==> src/rtl/mmio_uart_tx.sv <==
// mmio_uart_tx
//   Memory-mapped 8N1 UART transmitter that snoops the core's data-memory
//   store port. Stores to TX_ADDR queue write_data[7:0] into a small FIFO;
//   a four-state FSM drains the FIFO and serialises each byte LSB first.
//   STAT_ADDR gives a combinational status read path; a store to it with
//   write_data[2]=1 clears the sticky overflow flag.
//
// Ports
//   i_clk_w         in   1   clock, all state on rising edge
//   i_rst_w         in   1   asynchronous active-low reset
//   i_mem_write_w   in   1   core store strobe for the current cycle
//   i_data_addr_w   in   32  core data address
//   i_write_data_w  in   32  core store data
//   o_hit_w         out  1   address decodes to TX_ADDR or STAT_ADDR
//   o_rd_data_w     out  32  {29'b0, ovf, full, busy} at STAT_ADDR, else 0
//   o_tx_w          out  1   serial line, idle high, registered
//   o_busy_w        out  1   FSM active or FIFO non-empty
//   o_dbg_state_w   out  2   FSM state (0 IDLE, 1 START, 2 DATA, 3 STOP)
//
// Handshake: this block has no back-pressure. A store strobe is a one-cycle
// valid with an implicit ready of !full; a store that arrives while full is
// dropped and recorded in the overflow flag.
module mmio_uart_tx #(
    parameter logic [31:0] TX_ADDR      = 32'hFFFF_FF00,
    parameter logic [31:0] STAT_ADDR    = 32'hFFFF_FF04,
    parameter int          CLKS_PER_BIT = 16,
    parameter int          FIFO_DEPTH   = 4
) (
    input  logic        i_clk_w,
    input  logic        i_rst_w,
    input  logic        i_mem_write_w,
    input  logic [31:0] i_data_addr_w,
    input  logic [31:0] i_write_data_w,
    output logic        o_hit_w,
    output logic [31:0] o_rd_data_w,
    output logic        o_tx_w,
    output logic        o_busy_w,
    output logic [1:0]  o_dbg_state_w
);

    localparam int PTR_W = $clog2(FIFO_DEPTH);
    localparam int CNT_W = $clog2(FIFO_DEPTH + 1);
    localparam int CLK_W = $clog2(CLKS_PER_BIT);
    localparam logic [CNT_W-1:0] FULL_CNT = CNT_W'(FIFO_DEPTH);
    localparam logic [CLK_W-1:0] CLK_LAST = CLK_W'(CLKS_PER_BIT - 1);

    typedef enum logic [1:0] {
        S_IDLE  = 2'd0,
        S_START = 2'd1,
        S_DATA  = 2'd2,
        S_STOP  = 2'd3
    } state_t;

    logic [7:0]       fifo_mem [FIFO_DEPTH];
    logic [PTR_W-1:0] wr_ptr;
    logic [PTR_W-1:0] rd_ptr;
    logic [CNT_W-1:0] count;
    logic             ovf;

    state_t           state, state_n;
    logic [CLK_W-1:0] clk_cnt, clk_cnt_n;
    logic [2:0]       bit_cnt, bit_cnt_n;
    logic [7:0]       shift_reg, shift_n;
    logic             tx_reg, tx_n;
    logic             pop;

    logic addr_tx, addr_stat, full, empty, push_req, push, ovf_clr, busy, term;
    logic unused_ok;

    // Address decode and status read path
    assign addr_tx   = (i_data_addr_w == TX_ADDR);
    assign addr_stat = (i_data_addr_w == STAT_ADDR);
    assign full      = (count == FULL_CNT);
    assign empty     = (count == '0);
    assign push_req  = i_mem_write_w && addr_tx;
    assign push      = push_req && !full;
    assign ovf_clr   = i_mem_write_w && addr_stat && i_write_data_w[2];
    assign busy      = (state != S_IDLE) || !empty;
    assign term      = (clk_cnt == CLK_LAST);

    assign o_hit_w       = addr_tx || addr_stat;
    assign o_rd_data_w   = addr_stat ? {29'b0, ovf, full, busy} : 32'b0;
    assign o_tx_w        = tx_reg;
    assign o_busy_w      = busy;
    assign o_dbg_state_w = state;
    assign unused_ok     = ^{i_write_data_w[31:8], i_write_data_w[1:0]};

    // FSM next-state and datapath
    always_comb begin
        state_n   = state;
        tx_n      = tx_reg;
        clk_cnt_n = clk_cnt;
        bit_cnt_n = bit_cnt;
        shift_n   = shift_reg;
        pop       = 1'b0;
        case (state)
            S_IDLE: begin
                // Uses the pre-edge count, so a byte pushed this edge is
                // only poppable on the next one.
                if (!empty) begin
                    pop       = 1'b1;
                    shift_n   = fifo_mem[rd_ptr];
                    tx_n      = 1'b0;
                    clk_cnt_n = '0;
                    state_n   = S_START;
                end
            end
            S_START: begin
                if (term) begin
                    tx_n      = shift_reg[0];
                    bit_cnt_n = 3'd0;
                    clk_cnt_n = '0;
                    state_n   = S_DATA;
                end else begin
                    clk_cnt_n = clk_cnt + CLK_W'(1);
                end
            end
            S_DATA: begin
                if (term) begin
                    clk_cnt_n = '0;
                    if (bit_cnt == 3'd7) begin
                        tx_n    = 1'b1;
                        state_n = S_STOP;
                    end else begin
                        shift_n   = shift_reg >> 1;
                        tx_n      = shift_reg[1];
                        bit_cnt_n = bit_cnt + 3'd1;
                    end
                end else begin
                    clk_cnt_n = clk_cnt + CLK_W'(1);
                end
            end
            S_STOP: begin
                if (term) begin
                    clk_cnt_n = '0;
                    tx_n      = 1'b1;
                    state_n   = S_IDLE;
                end else begin
                    clk_cnt_n = clk_cnt + CLK_W'(1);
                end
            end
            default: begin
                tx_n    = 1'b1;
                state_n = S_IDLE;
            end
        endcase
    end

    // FSM and serialiser registers
    always_ff @(posedge i_clk_w or negedge i_rst_w) begin
        if (!i_rst_w) begin
            state     <= S_IDLE;
            clk_cnt   <= '0;
            bit_cnt   <= 3'd0;
            shift_reg <= 8'd0;
            tx_reg    <= 1'b1;
        end else begin
            state     <= state_n;
            clk_cnt   <= clk_cnt_n;
            bit_cnt   <= bit_cnt_n;
            shift_reg <= shift_n;
            tx_reg    <= tx_n;
        end
    end

    // FIFO storage; contents need no reset because count gates every read
    always_ff @(posedge i_clk_w) begin
        if (push) begin
            fifo_mem[wr_ptr] <= i_write_data_w[7:0];
        end
    end

    // FIFO pointers, occupancy and sticky overflow
    always_ff @(posedge i_clk_w or negedge i_rst_w) begin
        if (!i_rst_w) begin
            wr_ptr <= '0;
            rd_ptr <= '0;
            count  <= '0;
            ovf    <= 1'b0;
        end else begin
            if (push) wr_ptr <= wr_ptr + PTR_W'(1);
            if (pop)  rd_ptr <= rd_ptr + PTR_W'(1);
            case ({push, pop})
                2'b10:   count <= count + CNT_W'(1);
                2'b01:   count <= count - CNT_W'(1);
                default: count <= count;
            endcase
            // Full is judged on the pre-edge count even if a pop lands
            // on the same edge.
            if (push_req && full) begin
                ovf <= 1'b1;
            end else if (ovf_clr) begin
                ovf <= 1'b0;
            end
        end
    end

endmodule

==> config.mk <==
export PLATFORM = sky130hd
export DESIGN_NAME = mmio_uart_tx
export DESIGN_NICKNAME = d
export VERILOG_FILES = /design/src/rtl/mmio_uart_tx.sv
export SDC_FILE = /design/constraint.sdc
export NUM_CORES = 1
export LEC_CHECK = 0
export ABC_AREA = 1
export CAP_MARGIN = 20
export CORE_UTILIZATION = 45
export CTS_CLUSTER_DIAMETER = 200
export DETAILED_ROUTE_END_ITERATION = 6
export DONT_BUFFER_PORTS = 1
export HOLD_SLACK_MARGIN = 0.08
export SYNTH_ARGS = -nofsm -noshare
export SYNTH_HDL_FRONTEND = slang
export SYNTH_SLANG_ARGS = --single-unit
==> constraint.sdc <==
create_clock -name i_clk_w -period 1.9 [get_ports i_clk_w]
set_input_delay 0.38 -clock i_clk_w [delete_from_list [all_inputs] [get_ports i_clk_w]]
set_output_delay 0.38 -clock i_clk_w [all_outputs]
set_load 0.1 [all_outputs]
==> impl_metrics.tcl, run 1 <==
set metrics [dict create \
    outcome "finished, violations left" \
    violations "DRC" \
    num_vias 2156 \
    worstSetupPathType "reg -> out" \
    synth_top_cell_by_area "edfxtp_1" \
    seq_area_frac_synth_pct 52.2 \
    first_iter_violations 85 \
    cts-root-buf "clkbuf_8" \
    synth_cells 333 \
    hold_viol_final 0 \
    cp-end-kind "primary output" \
    largest_reg_flops 32 \
    start_util_pct 47.5 \
    avgSynthCellArea_sq_um 9.27 \
    layout-drive-gt1-share_pct 20.2 \
    crit_chain "inv_4 -> ha_4 -> nand3_4 -> inv_4 -> nor2_4 -> buf_12" \
    crit_slowest_cell "dfrtp_4" \
    ir_drop_uv 690 \
    syn_to_final_growth_pct 18.4 \
    ys_types 30 \
    period_share_pct 96.1 \
    cts_buffers 9 \
    synth_area_sq_um 3090 \
    die-height_microns 84.8 \
    setup_viol 0 \
    grtUsageTotal_pct 16.0 \
    antenna_found_initial 0 \
    die_w_microns 84.8 \
    final_cell_mix "70 x nand2_1, 33 x inv_1, 32 x edfxtp_1" \
    coreArea_sq_um 6490 \
    slew_headroom_pct 65.3 \
    netlist_top_cells_area "edfxtp_1 31%, dfrtp_1 20%, nand2_1 8.8%" \
    detail-route-antenna-nets 0 \
    clock_skew_ns 0.00929 \
    drtPass1Iterations 6 \
    clock_sinks 58 \
    max_freq_mhz 548 \
    setup_slack_ns 0.0742 \
    grt_pass1_wl_microns 8850 \
    final_common_cell "nand2_1" \
    path_clk_slew_ns 0.07 \
    place_congestion 0.723 \
    nets 447 \
    cts_tree "yes" \
    viasPerCell 4.80 \
    wl_microns 5320 \
    port_buffers 0 \
    cp_slowest_stage_delay_ns 0.49 \
    synth_top_area_share_pct 31.1 \
    async_flop_share_pct 44.8 \
    die-area_sq_um 7200 \
    p_leak_uw 0.00160 \
    slew_viol_final 0 \
    p_per_area_nw_per_um2 786 \
    gr-total-overflow 0 \
    postPlaceCellArea_sq_um 3310 \
    cp_common_cell "inv_4" \
    grt_max_degree 27 \
    wl_per_cell_microns 11.9 \
    synth-seq-cells 58 \
    ys_warn_count 0 \
    top_level_ports 104 \
    hold_class "in -> reg" \
    insertion_delay_ns 0.34 \
    clockBufferDepth 2 \
    synth_top_flop_cell "edfxtp_1" \
    utilization_pct 56.3 \
    drc 4 \
    stdcell_area_sq_um 3650 \
    maxCapViolCount 0 \
    worst_slew_pin_slew_ns 0.521 \
    layout_min_cycle_time_ns 1.83 \
    place_hpwl_microns 3720 \
    grt_pass1_vias 1920 \
    worst_ep_required_time_ns 1.52 \
    synth_edf_count 32 \
    n_antenna_cell 0 \
    start_kind "register" \
    critPathMaxFanout 4 \
    arrival_ns 1.45 \
    dp_slack_ns -0.00485 \
    num_rows 29 \
    h-tree-depth 3 \
]
==> routing by layer <==
layer	vias to the layer above	global-route usage, %	part of all wire, %
li1	1104	-	-
met1	981	21.0	45
met2	67	25.4	49
met3	4	6.52	5.7
met4	0	3.24	0.54
met5	-	0	0
==> worst paths after layout <==
path	cells after the start	startpoint	endpoint	slack, ns
max in group asynchronous	2	i_rst_w	o_tx_w	1.19
min in group asynchronous	2	i_rst_w	bit_cnt[2]	0.48
worst max-delay path	6	o_dbg_state_w[0]	o_rd_data_w[0]	0.07
worst min-delay path	0	i_write_data_w[4]	fifo_mem[0][4]	0.13
worst max register to register	10	o_dbg_state_w[0]	count[2]	0.08
worst min register to register	2	shift_reg[7]	shift_reg[7]	0.49
==> cells in the mapped netlist, types with 2 or more instances <==
master	count
xnor2_1	2
nand3b_1	2
edfxtp_1	32
o21a_1	7
nand4_1	4
inv_2	2
nand2_2	3
nor3_1	2
ha_1	12
nand3_2	3
o21ai_0	17
nor2_1	27
a21oi_1	14
xor2_1	3
nand2_1	72
inv_1	38
buf_4	29
buf_2	4
dfrtp_1	25
nand3_1	24
a32o_1	2
==> kinds of logic after synthesis <==
family                     Yosys count  share of synthesized area, %
and+or+nand+nor                    138                          19.8
AOI/OAI and AO/OA                   42                          7.78
xor gates and xnor gates             5                          1.42
adders and majority gates           13                          5.51
other                                1                         0.121
DFF                                 58                          52.2
buffers and inverters               76                          13.2
==> critical path, delay by kind of cell (launching register included) <==
family,cells,cell delay [ns]
adder cells (fa/ha/maj),1,0.17
buffers and inverters,3,0.32
flip-flops,1,0.49
AND/OR/NAND/NOR,2,0.13
==> layout make-up <==
class,instances,area [sq um]
fillers,568,2840
multi-input cells,227,1260
repair buffers,30,290
well taps,77,96.3
flip-flops and latches,58,1620
clock buffers,9,124
inverters,41,164
clock inverters,7,101
==> stage by stage <==
step	hold slack (ns)	power [uW]	std cells	TNS, ns
floorplan	0.0844	1660	361	-0.917
global route	0.108	2980	449	-0.00808
detailed placement	0.0852	1620	422	-0.00485
finish	0.132	2870	449	0
CTS	0.116	2910	442	0
global placement	0.0852	1620	422	0
==> where the power goes <==
group	switching, uW	total [uW]	internal, uW
registers	0.00000141	1330	1330
clock network	516	1260	746
logic	269	281	12.7
total	785	2870	2090
==> timing repair <==
item | CTS | global route
buffers inserted | 3 | 7
cloned | 0 | 0
endpoints found under the setup margin | 2 | 5
resized for setup | 0 | 7
hold endpoints to repair | 26 | 0
hold buffers | 2 | 0
pin swaps | 1 | 4
Power figures use the tool's default switching activity.
==> run 2, diff against run 1 <==
--- a/config.mk
+++ b/config.mk
@@ -5,13 +5,13 @@
 export SDC_FILE = /design/constraint.sdc
 export NUM_CORES = 1
 export LEC_CHECK = 0
-export ABC_AREA = 1
 export CAP_MARGIN = 20
 export CORE_UTILIZATION = 45
 export CTS_CLUSTER_DIAMETER = 200
 export DETAILED_ROUTE_END_ITERATION = 6
 export DONT_BUFFER_PORTS = 1
 export HOLD_SLACK_MARGIN = 0.08
+export PLACE_DENSITY = 0.6
 export SYNTH_ARGS = -nofsm -noshare
 export SYNTH_HDL_FRONTEND = slang
 export SYNTH_SLANG_ARGS = --single-unit
==> impl_metrics.tcl, run 2 <==
set metrics [dict create \
    setup_slack_ns -0.271 \
    max_freq_mhz 461 \
    synth_top_cells_by_count "32 x edfxtp_1, 30 x buf_4, 25 x dfrtp_1, 15 x mux2_2, 12 x ha_1" \
    seq_area_frac_synth_pct 53.9 \
    critPathMaxFanout 2 \
    place_hpwl_microns 3610 \
    insertion_delay_ns 0.33 \
    viasPerCell 5.01 \
    place_congestion 0.762 \
    num_vias 1762 \
    p_per_area_nw_per_um2 1010 \
    largest_reg_flops 32 \
    n_fill_cell 500 \
    ys_warn_count 0 \
    synth-seq-cells 58 \
    antenna_found_initial 0 \
    detail-route-antenna-nets 0 \
    grt_pass1_wl_microns 8740 \
    avgSynthCellArea_sq_um 13.9 \
    synth_cells 216 \
    path_clk_slew_ns 0.07 \
    cts_buffers 9 \
    ir_drop_uv 731 \
    n_antenna_cell 0 \
    clock_skew_ns 0.00745 \
    top_layer "met4" \
    worst_slew_pin_slew_ns 0.506 \
    port_buffers 0 \
    drtPass1Iterations 4 \
    hold_viol_final 0 \
    clockBufferDepth 2 \
    met3_length_microns 270 \
    num_rows 29 \
    period_share_pct 114 \
    final_common_cell "buf_4" \
    utilization_pct 60.5 \
    die_w_microns 83.6 \
    slew_viol_final 0 \
    die-area_sq_um 6980 \
    layout_min_cycle_time_ns 2.17 \
    drc 0 \
    async_flop_share_pct 44.8 \
    coreArea_sq_um 6390 \
    setup_viol 8 \
    die-height_microns 83.6 \
    slew_headroom_pct 66.3 \
    grtUsageTotal_pct 16.2 \
    yosysMostFrequentCell "edfxtp_1" \
    worst_ep_required_time_ns 1.52 \
    synth_top_family_by_area "multiplexers" \
    routed-wl-met2_microns 2820 \
    cp-end-kind "primary output" \
    hold_ws_ns 0.137 \
    synth_edf_count 32 \
    arrival_ns 1.79 \
    yosys.area_share.xor_xnor_pct 2.05 \
    netlist_top_cells_area "edfxtp_1 32%, dfrtp_1 21%, buf_4 7.5%" \
    outcome "finished, violations left" \
    synthMuxAreaShare_pct 13.2 \
    multiInputGateArea_sq_um 1360 \
    cts_tree "yes" \
    hold_class "in -> reg" \
    top_level_ports 104 \
    wl_microns 5460 \
    synth_top_flop_cell "edfxtp_1" \
    synth_top_area_share_pct 32.1 \
    synthAdderAreaFrac_pct 5.68 \
    synth_area_sq_um 2990 \
    worstSetupPathType "reg -> out" \
    final_cell_mix "35 x buf_4, 32 x edfxtp_1, 29 x conb_1" \
    gr-total-overflow 0 \
    first_iter_violations 53 \
    grt_pass1_vias 1777 \
    rsz0062_at_grt "yes" \
    synth-simple-area-share_pct 10.0 \
    start_kind "register" \
    ys_types 50 \
    maxCapViolCount 0 \
    violations "setup timing" \
    start_util_pct 46.9 \
    area.sequential_sq_um 1620 \
    layout-drive-gt1-share_pct 46.2 \
    synth_top_cell_by_area "edfxtp_1" \
    p_leak_uw 0.00161 \
    synth_compound_area_share_pct 5.31 \
    wl_per_cell_microns 15.5 \
    clock_sinks 58 \
    h-tree-depth 3 \
    syn_to_final_growth_pct 29.0 \
    nets 350 \
    grt_max_degree 27 \
    cts-root-buf "clkbuf_8" \
    wl_met1_microns 2340 \
]
[run 2: power breakdown]
group          internal (uW)  switching [uW]
clock network            748             521
registers               1480             212
logic                    426             516
[run 2: per-layer routing]
layer,GRT usage [%],vias up
met5,0,-
met4,4.16,0
met3,6.33,4
met2,27.4,57
met1,19.4,856
li1,-,845
[run 2: cell families (layout without fill, tap and decap cells)]
| group | count (synthesis) | after routing |
|---|---|---|
| muxes | 27 | 27 |
| AOI/OAI and AO/OA | 23 | 23 |
| and+or+nand+nor | 40 | 40 |
| DFF | 58 | 58 |
| buffers and inverters | 47 | 78 |
| xor gates and xnor gates | 7 | 7 |
| other | 1 | 29 |
| adders and majority gates | 13 | 13 |
[run 2: final timing paths]
| check | endpoint | cells past startpoint | startpoint | slack (ns) |
|---|---|---|---|---|
| worst max-delay path | o_rd_data_w[0] | 6 | o_dbg_state_w[1] | -0.27 |
| worst min-delay path | fifo_mem[3][1] | 0 | i_write_data_w[1] | 0.14 |
| worst max register to register | count[2] | 12 | o_dbg_state_w[1] | -0.27 |
| worst min register to register | shift_reg[7] | 2 | shift_reg[7] | 0.49 |
| max in group asynchronous | o_tx_w | 2 | i_rst_w | 1.16 |
| min in group asynchronous | shift_reg[1] | 2 | i_rst_w | 0.51 |
[run 2: cell type report]
| cell class | instances | area share (%) |
|---|---|---|
| Sequential cell | 58 | 41.9 |
| Inverter | 12 | 1.65 |
| Tap cell | 77 | 2.49 |
| Timing Repair Buffer | 50 | 13.0 |
| Multi-Input combinational cell | 139 | 35.1 |
| Clock buffer | 9 | 3.21 |
| Clock inverter | 7 | 2.66 |
[run 2: critical path: stages (launching register included)]
cell and delay, ns:
dfrtp_4 0.49, inv_4 0.07, ha_4 0.14, nor4b_4 0.20, bufinv_8 0.22, and3_4 0.17, buf_12 0.16
[run 2: what timing repair did]
item                                   in CTS  in global routing
gates resized for setup                    12                 12
setup buffers                              10                  6
hold buffers                                2                  0
setup endpoints to repair                   8                 16
endpoints found under the hold margin      26                  0
pin swaps                                   7                  7
[run 2: through the flow]
step / power [uW] / worst slack (ns) / TNS [ns] / area, sq um / std cells
finish: 3900 / -0.271 / -1.41 / 3860 / 352
global route: 4060 / -0.378 / -2.11 / 3860 / 352
CTS: 3900 / -0.309 / -1.54 / 3760 / 347
detailed placement: 2590 / -0.329 / -9.14 / 3390 / 319
global placement: 2570 / -0.312 / -8.59 / 3390 / 319
floorplan: 2450 / -0.425 / -10.50 / 3250 / 244
